$ cat config.mk
export PLATFORM = sky130hd
export DESIGN_NAME = gyro_spi_sequencer
export DESIGN_NICKNAME = d
export VERILOG_FILES = /design/src/rtl/gyro_spi_sequencer.sv
export SDC_FILE = /design/constraint.sdc
export NUM_CORES = 1
export LEC_CHECK = 0
export BUFFER_PORTS_ARGS = -buffer_cell sky130_fd_sc_hd__buf_2
export CAP_MARGIN = 20
export CORE_UTILIZATION = 55
export CTS_CLUSTER_SIZE = 12
export DETAILED_ROUTE_END_ITERATION = 12
export PLACE_DENSITY = 0.76
export SYNTH_ARGS = -nofsm -noshare
export SYNTH_HDL_FRONTEND = slang
export SYNTH_SLANG_ARGS = --single-unit
$ cat constraint.sdc
create_clock -name clk -period 3.2 [get_ports clk]
set_input_delay 0.48 -clock clk [delete_from_list [all_inputs] [get_ports clk]]
set_output_delay 0.48 -clock clk [all_outputs]
set_load 0.03 [all_outputs]
$ cat src/rtl/gyro_spi_sequencer.sv
// ---------------------------------------------------------------------------
// gyro_spi_sequencer
//
// Drives an 8-bit SPI byte engine to run a 3-axis gyro. After reset it writes
// CTRL_REG1 (0x20) and CTRL_REG4 (0x23), each in its own chip-select frame.
// It then burst-reads OUT_X_L..OUT_Z_H (0x28..0x2D) once per poll period and
// publishes signed 16-bit X/Y/Z samples together with a one-cycle strobe.
// The block owns slave-select framing, byte chaining and a per-byte watchdog.
//
// Parameters
//   CTRL_REG1_VAL    value written to 0x20
//   CTRL_REG4_VAL    value written to 0x23
//   SS_SETUP_CYCLES  cycles from SS low to the first begin pulse (>= 1)
//   SS_HOLD_CYCLES   cycles from the last end_transmission to SS high (>= 2)
//   POLL_CYCLES      cycles SS stays high after a read frame (>= 1)
//   TIMEOUT_CYCLES   cycles from a begin pulse to watchdog expiry (>= 2)
//
// Ports
//   clk                     system clock
//   rst                     asynchronous reset, active-low
//   enable                  level, sampled only between frames
//   spi_recieved_data       byte returned by the engine
//   spi_end_transmission    one-cycle byte-done pulse from the engine
//   spi_send_data           byte to the engine, stable from one SEND to the next
//   spi_begin_transmission  one-cycle start pulse to the engine
//   spi_slave_select        chip select, active-low
//   x_axis/y_axis/z_axis    last complete sample, {OUT_*_H, OUT_*_L}
//   data_valid              one-cycle pulse when x/y/z update together
//   cfg_done                both configuration writes done since reset/error
//   timeout_err             sticky watchdog flag, cleared only by reset
//   busy                    high whenever slave select is low
// ---------------------------------------------------------------------------
module gyro_spi_sequencer #(
  parameter logic [7:0]  CTRL_REG1_VAL   = 8'h0F,
  parameter logic [7:0]  CTRL_REG4_VAL   = 8'h30,
  parameter logic [15:0] SS_SETUP_CYCLES = 16'd100,
  parameter logic [15:0] SS_HOLD_CYCLES  = 16'd100,
  parameter logic [23:0] POLL_CYCLES     = 24'd1000000,
  parameter logic [23:0] TIMEOUT_CYCLES  = 24'd200000
) (
  input  logic        clk,
  input  logic        rst,
  input  logic        enable,
  input  logic [7:0]  spi_recieved_data,
  input  logic        spi_end_transmission,
  output logic [7:0]  spi_send_data,
  output logic        spi_begin_transmission,
  output logic        spi_slave_select,
  output logic [15:0] x_axis,
  output logic [15:0] y_axis,
  output logic [15:0] z_axis,
  output logic        data_valid,
  output logic        cfg_done,
  output logic        timeout_err,
  output logic        busy
);

  typedef enum logic [2:0] {
    IDLE, SS_SETUP, SEND, WAIT_DONE, SS_HOLD, POLL_WAIT
  } state_t;

  typedef enum logic [1:0] {
    TXN_REG1, TXN_REG4, TXN_READ
  } txn_t;

  // Terminal counts for the single shared 24-bit cycle counter.
  // The hold count ends one early because the cycle carrying the last
  // end_transmission is itself the first hold cycle. The watchdog ends two
  // early because the counter restarts in SEND, and the SEND cycle plus the
  // first WAIT_DONE cycle are both time elapsed since the begin pulse.
  localparam logic [23:0] SETUP_LAST = {8'h00, SS_SETUP_CYCLES} - 24'd1;
  localparam logic [23:0] HOLD_LAST  = {8'h00, SS_HOLD_CYCLES} - 24'd2;
  localparam logic [23:0] POLL_LAST  = POLL_CYCLES - 24'd1;
  localparam logic [23:0] WDOG_LAST  = TIMEOUT_CYCLES - 24'd2;

  // Byte table: config writes are {addr, value}; the read is the
  // read|auto-increment command for 0x28 followed by six dummy bytes.
  function automatic logic [7:0] tx_byte(input txn_t t, input logic [2:0] idx);
    logic [7:0] b;
    b = 8'h00;
    case (t)
      TXN_REG1: b = (idx == 3'd0) ? 8'h20 : CTRL_REG1_VAL;
      TXN_REG4: b = (idx == 3'd0) ? 8'h23 : CTRL_REG4_VAL;
      default:  b = (idx == 3'd0) ? 8'hE8 : 8'h00;
    endcase
    return b;
  endfunction

  state_t      state_q, state_d;
  txn_t        txn_q, txn_d;
  logic [23:0] cnt_q, cnt_d;
  logic [2:0]  byte_idx_q, byte_idx_d;
  logic [2:0]  last_idx;
  logic        ss_q, ss_d;
  logic        begin_q, begin_d;
  logic [7:0]  send_q, send_d;
  logic        cfg_done_q, cfg_done_d;
  logic        tmo_q, tmo_d;
  logic        dv_q, dv_d;
  logic [15:0] x_q, x_d, y_q, y_d, z_q, z_d;
  // X_L, X_H, Y_L, Y_H, Z_L, Z_H as they arrive; published only at frame end
  // so a partially received frame is never visible on x/y/z.
  logic [7:0]  shadow_q [6];
  logic [7:0]  shadow_d [6];

  assign last_idx = (txn_q == TXN_READ) ? 3'd6 : 3'd1;

  // NOTE: every variable written here gets a default first, so no path
  // leaves one unassigned and no latch is inferred.
  always_comb begin
    state_d    = state_q;
    txn_d      = txn_q;
    cnt_d      = cnt_q + 24'd1;
    byte_idx_d = byte_idx_q;
    ss_d       = ss_q;
    cfg_done_d = cfg_done_q;
    tmo_d      = tmo_q;
    dv_d       = 1'b0;
    x_d        = x_q;
    y_d        = y_q;
    z_d        = z_q;
    shadow_d   = shadow_q;

    case (state_q)
      IDLE: begin
        cnt_d = '0;
        if (enable) begin
          state_d    = SS_SETUP;
          ss_d       = 1'b0;
          byte_idx_d = 3'd0;
        end
      end

      SS_SETUP: begin
        if (cnt_q == SETUP_LAST) begin
          state_d = SEND;
          cnt_d   = '0;
        end
      end

      SEND: begin
        state_d = WAIT_DONE;
        cnt_d   = '0;
      end

      WAIT_DONE: begin
        // A done pulse on the expiry cycle still counts as in time.
        if (spi_end_transmission) begin
          cnt_d = '0;
          if (txn_q == TXN_READ && byte_idx_q != 3'd0) begin
            shadow_d[byte_idx_q - 3'd1] = spi_recieved_data;
          end
          if (byte_idx_q == last_idx) begin
            state_d = SS_HOLD;
          end else begin
            byte_idx_d = byte_idx_q + 3'd1;
            state_d    = SEND;
          end
        end else if (cnt_q == WDOG_LAST) begin
          // Abandon the frame and restart from the first config write.
          state_d    = POLL_WAIT;
          cnt_d      = '0;
          ss_d       = 1'b1;
          tmo_d      = 1'b1;
          cfg_done_d = 1'b0;
          txn_d      = TXN_REG1;
        end
      end

      SS_HOLD: begin
        if (cnt_q == HOLD_LAST) begin
          ss_d    = 1'b1;
          state_d = POLL_WAIT;
          cnt_d   = '0;
          if (txn_q == TXN_READ) begin
            x_d  = {shadow_q[1], shadow_q[0]};
            y_d  = {shadow_q[3], shadow_q[2]};
            z_d  = {shadow_q[5], shadow_q[4]};
            dv_d = 1'b1;
          end else begin
            if (txn_q == TXN_REG4) begin
              cfg_done_d = 1'b1;
            end
            txn_d = (txn_q == TXN_REG1) ? TXN_REG4 : TXN_READ;
            // Config frames skip the poll period: preloading the terminal
            // count leaves exactly one POLL_WAIT cycle.
            cnt_d = POLL_LAST;
          end
        end
      end

      POLL_WAIT: begin
        if (cnt_q == POLL_LAST) begin
          state_d = IDLE;
          cnt_d   = '0;
        end
      end

      default: begin
        state_d = IDLE;
        cnt_d   = '0;
      end
    endcase

    // Byte and strobe are registered on the edge that enters SEND, so they
    // are valid exactly during the SEND cycle and the byte then holds.
    begin_d = (state_d == SEND);
    send_d  = (state_d == SEND) ? tx_byte(txn_d, byte_idx_d) : send_q;
  end

  // NOTE: sequential state uses non-blocking assignments so every register
  // samples the pre-edge values, independent of statement order.
  always_ff @(posedge clk or negedge rst) begin
    if (!rst) begin
      state_q    <= IDLE;
      txn_q      <= TXN_REG1;
      cnt_q      <= '0;
      byte_idx_q <= '0;
      ss_q       <= 1'b1;
      begin_q    <= 1'b0;
      send_q     <= 8'h00;
      cfg_done_q <= 1'b0;
      tmo_q      <= 1'b0;
      dv_q       <= 1'b0;
      x_q        <= '0;
      y_q        <= '0;
      z_q        <= '0;
      // NOTE: the shadow bytes are six plain flops, not a RAM, so resetting
      // them costs nothing and keeps simulation free of X.
      for (int i = 0; i < 6; i++) begin
        shadow_q[i] <= '0;
      end
    end else begin
      state_q    <= state_d;
      txn_q      <= txn_d;
      cnt_q      <= cnt_d;
      byte_idx_q <= byte_idx_d;
      ss_q       <= ss_d;
      begin_q    <= begin_d;
      send_q     <= send_d;
      cfg_done_q <= cfg_done_d;
      tmo_q      <= tmo_d;
      dv_q       <= dv_d;
      x_q        <= x_d;
      y_q        <= y_d;
      z_q        <= z_d;
      shadow_q   <= shadow_d;
    end
  end

  assign spi_send_data          = send_q;
  assign spi_begin_transmission = begin_q;
  assign spi_slave_select       = ss_q;
  assign x_axis                 = x_q;
  assign y_axis                 = y_q;
  assign z_axis                 = z_q;
  assign data_valid             = dv_q;
  assign cfg_done               = cfg_done_q;
  assign timeout_err            = tmo_q;
  assign busy                   = ~ss_q;

endmodule

==> results.md <==
* Core Util, Final at 68.2%
* DRT iter0 DRCs at 220
* Slew @ Worst Pin at 0.802 ns
* # rows at 37
* # clock sinks at 139
* CTS Buffer Depth at 2
* Fmax at 0.345 GHz
* Max-slew violations at 0
* Die W at 106 µm
* CP arrival at 3.30 ns
* Setup TNS at 0 ns
* Post-synthesis mux area share at 18.4%
* Post-synthesis sequential area ratio at 58.0%
* Total die area at 11300 µm²
* P_leak at 3.64 nW
* Setup bufs post-CTS at 0
* XOR/XNOR Fraction of Synth Area at 3.21%
* Crit path time final at 2.90 ns
* Final Skew at 0.00961 ns
* Core ar. at 10500 µm²
* Worst rel slew slack at 46.4%
* Worst vdd ir at 283 µV
* Worst Path Required at 3.59 ns
* Max-cap violations at 0
* H-tree lvl count at 4
* Vias in the first global route at 4123
* Area Overhead vs Synth at 18.9%
* Total track usage at 24.7%
* Worst path slowest cell: or4_1
* Largest family of logic cells by synthesized area: multiplexers
* Inserted Clock Buffers at 17
* RSZ-0062 raised after global routing: false
* Design Area, Final at 7130 µm²
* Final setup vio count at 0
* Hold Startpoint: spi_recieved_data[0]
* Reg2reg end: cnt_q[18]
* CP max FO at 12
* Placed Area at 6500 µm²
* Final net count at 570
* Pwr Density at 543 nW/µm²
* Synth async-reset ratio at 100%
* Area fraction of the dominant cell type after synthesis at 57.6%
* Routed vias at 4052
* Synth Area in Simple Gates at 11.0%
* Final WL at 12.8 mm
* Fraction of layout cells with a size suffix above 1 at 38.9%
* TritonRoute pass-1 iters at 4
* CTS root buffer: clkbuf_8
* Worst hold path type: in2reg
* Synth Warn # at 0
* Reg2Reg Depth at 7
* Cell taking the most area after synthesis: dfrtp_1
* Pwr Total at 3.87 mW
* Pin count of the biggest net entering global routing at 80
* Post-synthesis adder-cell area fraction at 1.04%
* Gp weighted congestion at 0.905
* Post-Syn Nets at 492
* WL/cell at 18.2 µm
* Final worst path period share at 90.7%
* Worst-skew pair later-pin latency at 0.54 ns
* Endpoint, Worst Hold: shadow_q[40]
* Mean area per synthesized cell at 12.6 µm²
* TritonCTS clock tree: done
* Synth Cell Area at 6000 µm²
* CP Launch Type: flop
* Antenna cells at 0
* Post-synthesis compound-gate area fraction at 5.57%
* Synth top area cells: dfrtp_1 (58%), mux2_2 (18%), xor2_1 (2.0%)
* Register-to-register setup slack at 0.30 ns
* Number of flops mapped to enable cells by yosys at 0
* Syn Inst Count at 475
* Initial antenna violation count at 0
* Crit end category: flop
* Hold depth at 2
* Clk slew on worst S/H paths at 0.06 ns
* Final Hold Violating Endpoints at 0
* Vias per cell at 5.77
* # IOs at 74
* Overflow after GRT at 0
* IO buf count at 73
* DRC at 0
* First-pass GRT wire length at 21.1 mm
* Dominant synthesized flop cell: dfrtp_1
* Die Y at 106 µm
* CP Cell Sequence: or4_1 -> nand4bb_1 -> nor4_2 -> a2111o_1 -> o311a_1 -> a21boi_2 -> o21ai_0
* Initial Util at 57.3%
* Crit Path Class: reg2reg
* Post-route antenna net violation count at 0
* Critical Path Max Stage Delay at 0.59 ns
* Post-DP HPWL at 8.27 mm
* Status: completed
* Flops & latches, synth at 139
* Cell variety after synth at 56
* FF-to-FF Start: cnt_q[21]
[through the flow]
stage | cells | hold WS [ns] | worst slack (ns)
final | 702 | 0.292 | 0.298
after global routing | 702 | 0.278 | 0.151
after floorplan | 475 | 0.184 | 0.761
after global placement | 669 | 0.446 | 0.536
after CTS | 702 | 0.268 | 0.318
after detailed placement | 669 | 0.451 | 0.327
[timing repair]
| action | 4_1_cts | 5_1_grt |
|---|---|---|
| gates resized for setup | 0 | 0 |
| hold endpoints to repair | 2 | 0 |
| hold buffers | 1 | 0 |
[cells in the final DEF, fill, tap and decap left out, types with 2 or more instances in the layout]
cell type  netlist  routed
a21oi_1         11      11
ha_1             5       5
nor4b_1          2       2
o211ai_1         3       3
and3_1           3       3
and3b_1          2       2
o31ai_1          2       2
or4_1            2       2
o21ai_0         11      11
nor4_2           2       2
clkinv_4         0       4
buf_4            5       5
nand2b_1         2       2
o21ai_1          5       5
o22ai_1          2       2
dfrtp_1        138     138
nand4_1         12      12
mux2_1           2       2
bufinv_16        0       3
o311a_1          2       2
nor3_1           8       8
xnor2_1          8       8
clkbuf_8         0       3
or3_1            7       7
buf_2            7      72
nor4_1           2       2
inv_6            0       3
nor2b_1          2       2
inv_8            0       2
a31oi_1          3       3
xor2_1          14      14
clkbuf_16        0      16
nand2_1         30      30
nor2_1          32      31
mux2_2          95      95
nand3_1          8       8
inv_1           15      15
[power breakdown]
part | leakage (nW) | total (mW) | internal, mW | switching, mW
clock | 0.303 | 2.05 | 1.25 | 0.794
combinational | 1.46 | 0.0657 | 0.0120 | 0.0537
sequential | 1.88 | 1.76 | 1.76 | 0.00130
[logic make-up after synthesis]
family / after synthesis
AOI/OAI and AO/OA: 49
xor gates and xnor gates: 22
adders and majority gates: 5
buffers and inverters: 37
DFF: 139
muxes: 98
and+or+nand+nor: 125
[routing by layer]
metal  vias up  track usage [%]  wire length (µm)
met5         -                0                 0
met4         0             8.61               181
met3        18             5.89               520
met2       111             41.2              6560
met1      2075             31.8              5530
li1       1848                -                 -
[worst max-delay path by stage]
stage,start,endpoint,slack [ns],cells after the start
floorplan,cnt_q[21],x_axis[11],0.76,7
global placement,cnt_q[21],cnt_q[19],0.54,7
detailed placement,cnt_q[21],cnt_q[18],0.33,7
CTS,cnt_q[20],cnt_q[18],0.32,7
global route,cnt_q[20],cnt_q[19],0.15,7
finish,cnt_q[21],cnt_q[18],0.30,7
[cell type report]
cell class | instances | area [µm²]
clock buffers | 19 | 442
fillers | 745 | 3330
flip-flops and latches | 139 | 3480
repair buffers | 80 | 439
inverters | 16 | 60.1
well taps | 136 | 170
multi-input cells | 299 | 2360
clock inverters | 13 | 181
[worst max-delay path, delay by kind of cell, from the launching register on]
family,cells,cell delay [ns]
flip-flops,1,0.42
AO/OA/AOI/OAI,4,1.11
AND/OR/NAND/NOR,3,1.23
[flip-flops by register name, indices dropped and copies added, names as in the netlist]
register and cells:
z_axis 16, cfg_done 1, cnt_q 24, spi_begin_transmission 1
spi_send_data 6, x_axis 16, byte_idx_q 3, spi_slave_select 1
shadow_q 48, state_q 3, data_valid 1, timeout_err 1
y_axis 16, txn_q 2
[synthesized netlist by cell type, types with 2 or more instances]
cell	count
buf_2	7
clkbuf_1	9
ha_1	5
nand3_1	8
dfrtp_1	138
nor2b_1	2
o311a_1	2
inv_1	15
mux2_1	2
xor2_1	14
mux2_2	95
nor4b_1	2
nor4_2	2
or3_1	7
nor3_1	8
and3b_1	2
nand4_1	12
o21ai_0	11
o31ai_1	2
o21ai_1	5
nand2_1	30
xnor2_1	8
and3_1	3
o211ai_1	3
a21oi_1	11
o22ai_1	2
nor2_1	32
buf_4	5
nor4_1	2
or4_1	2
nand2b_1	2
a31oi_1	3
Power figures use the tool's default switching activity.
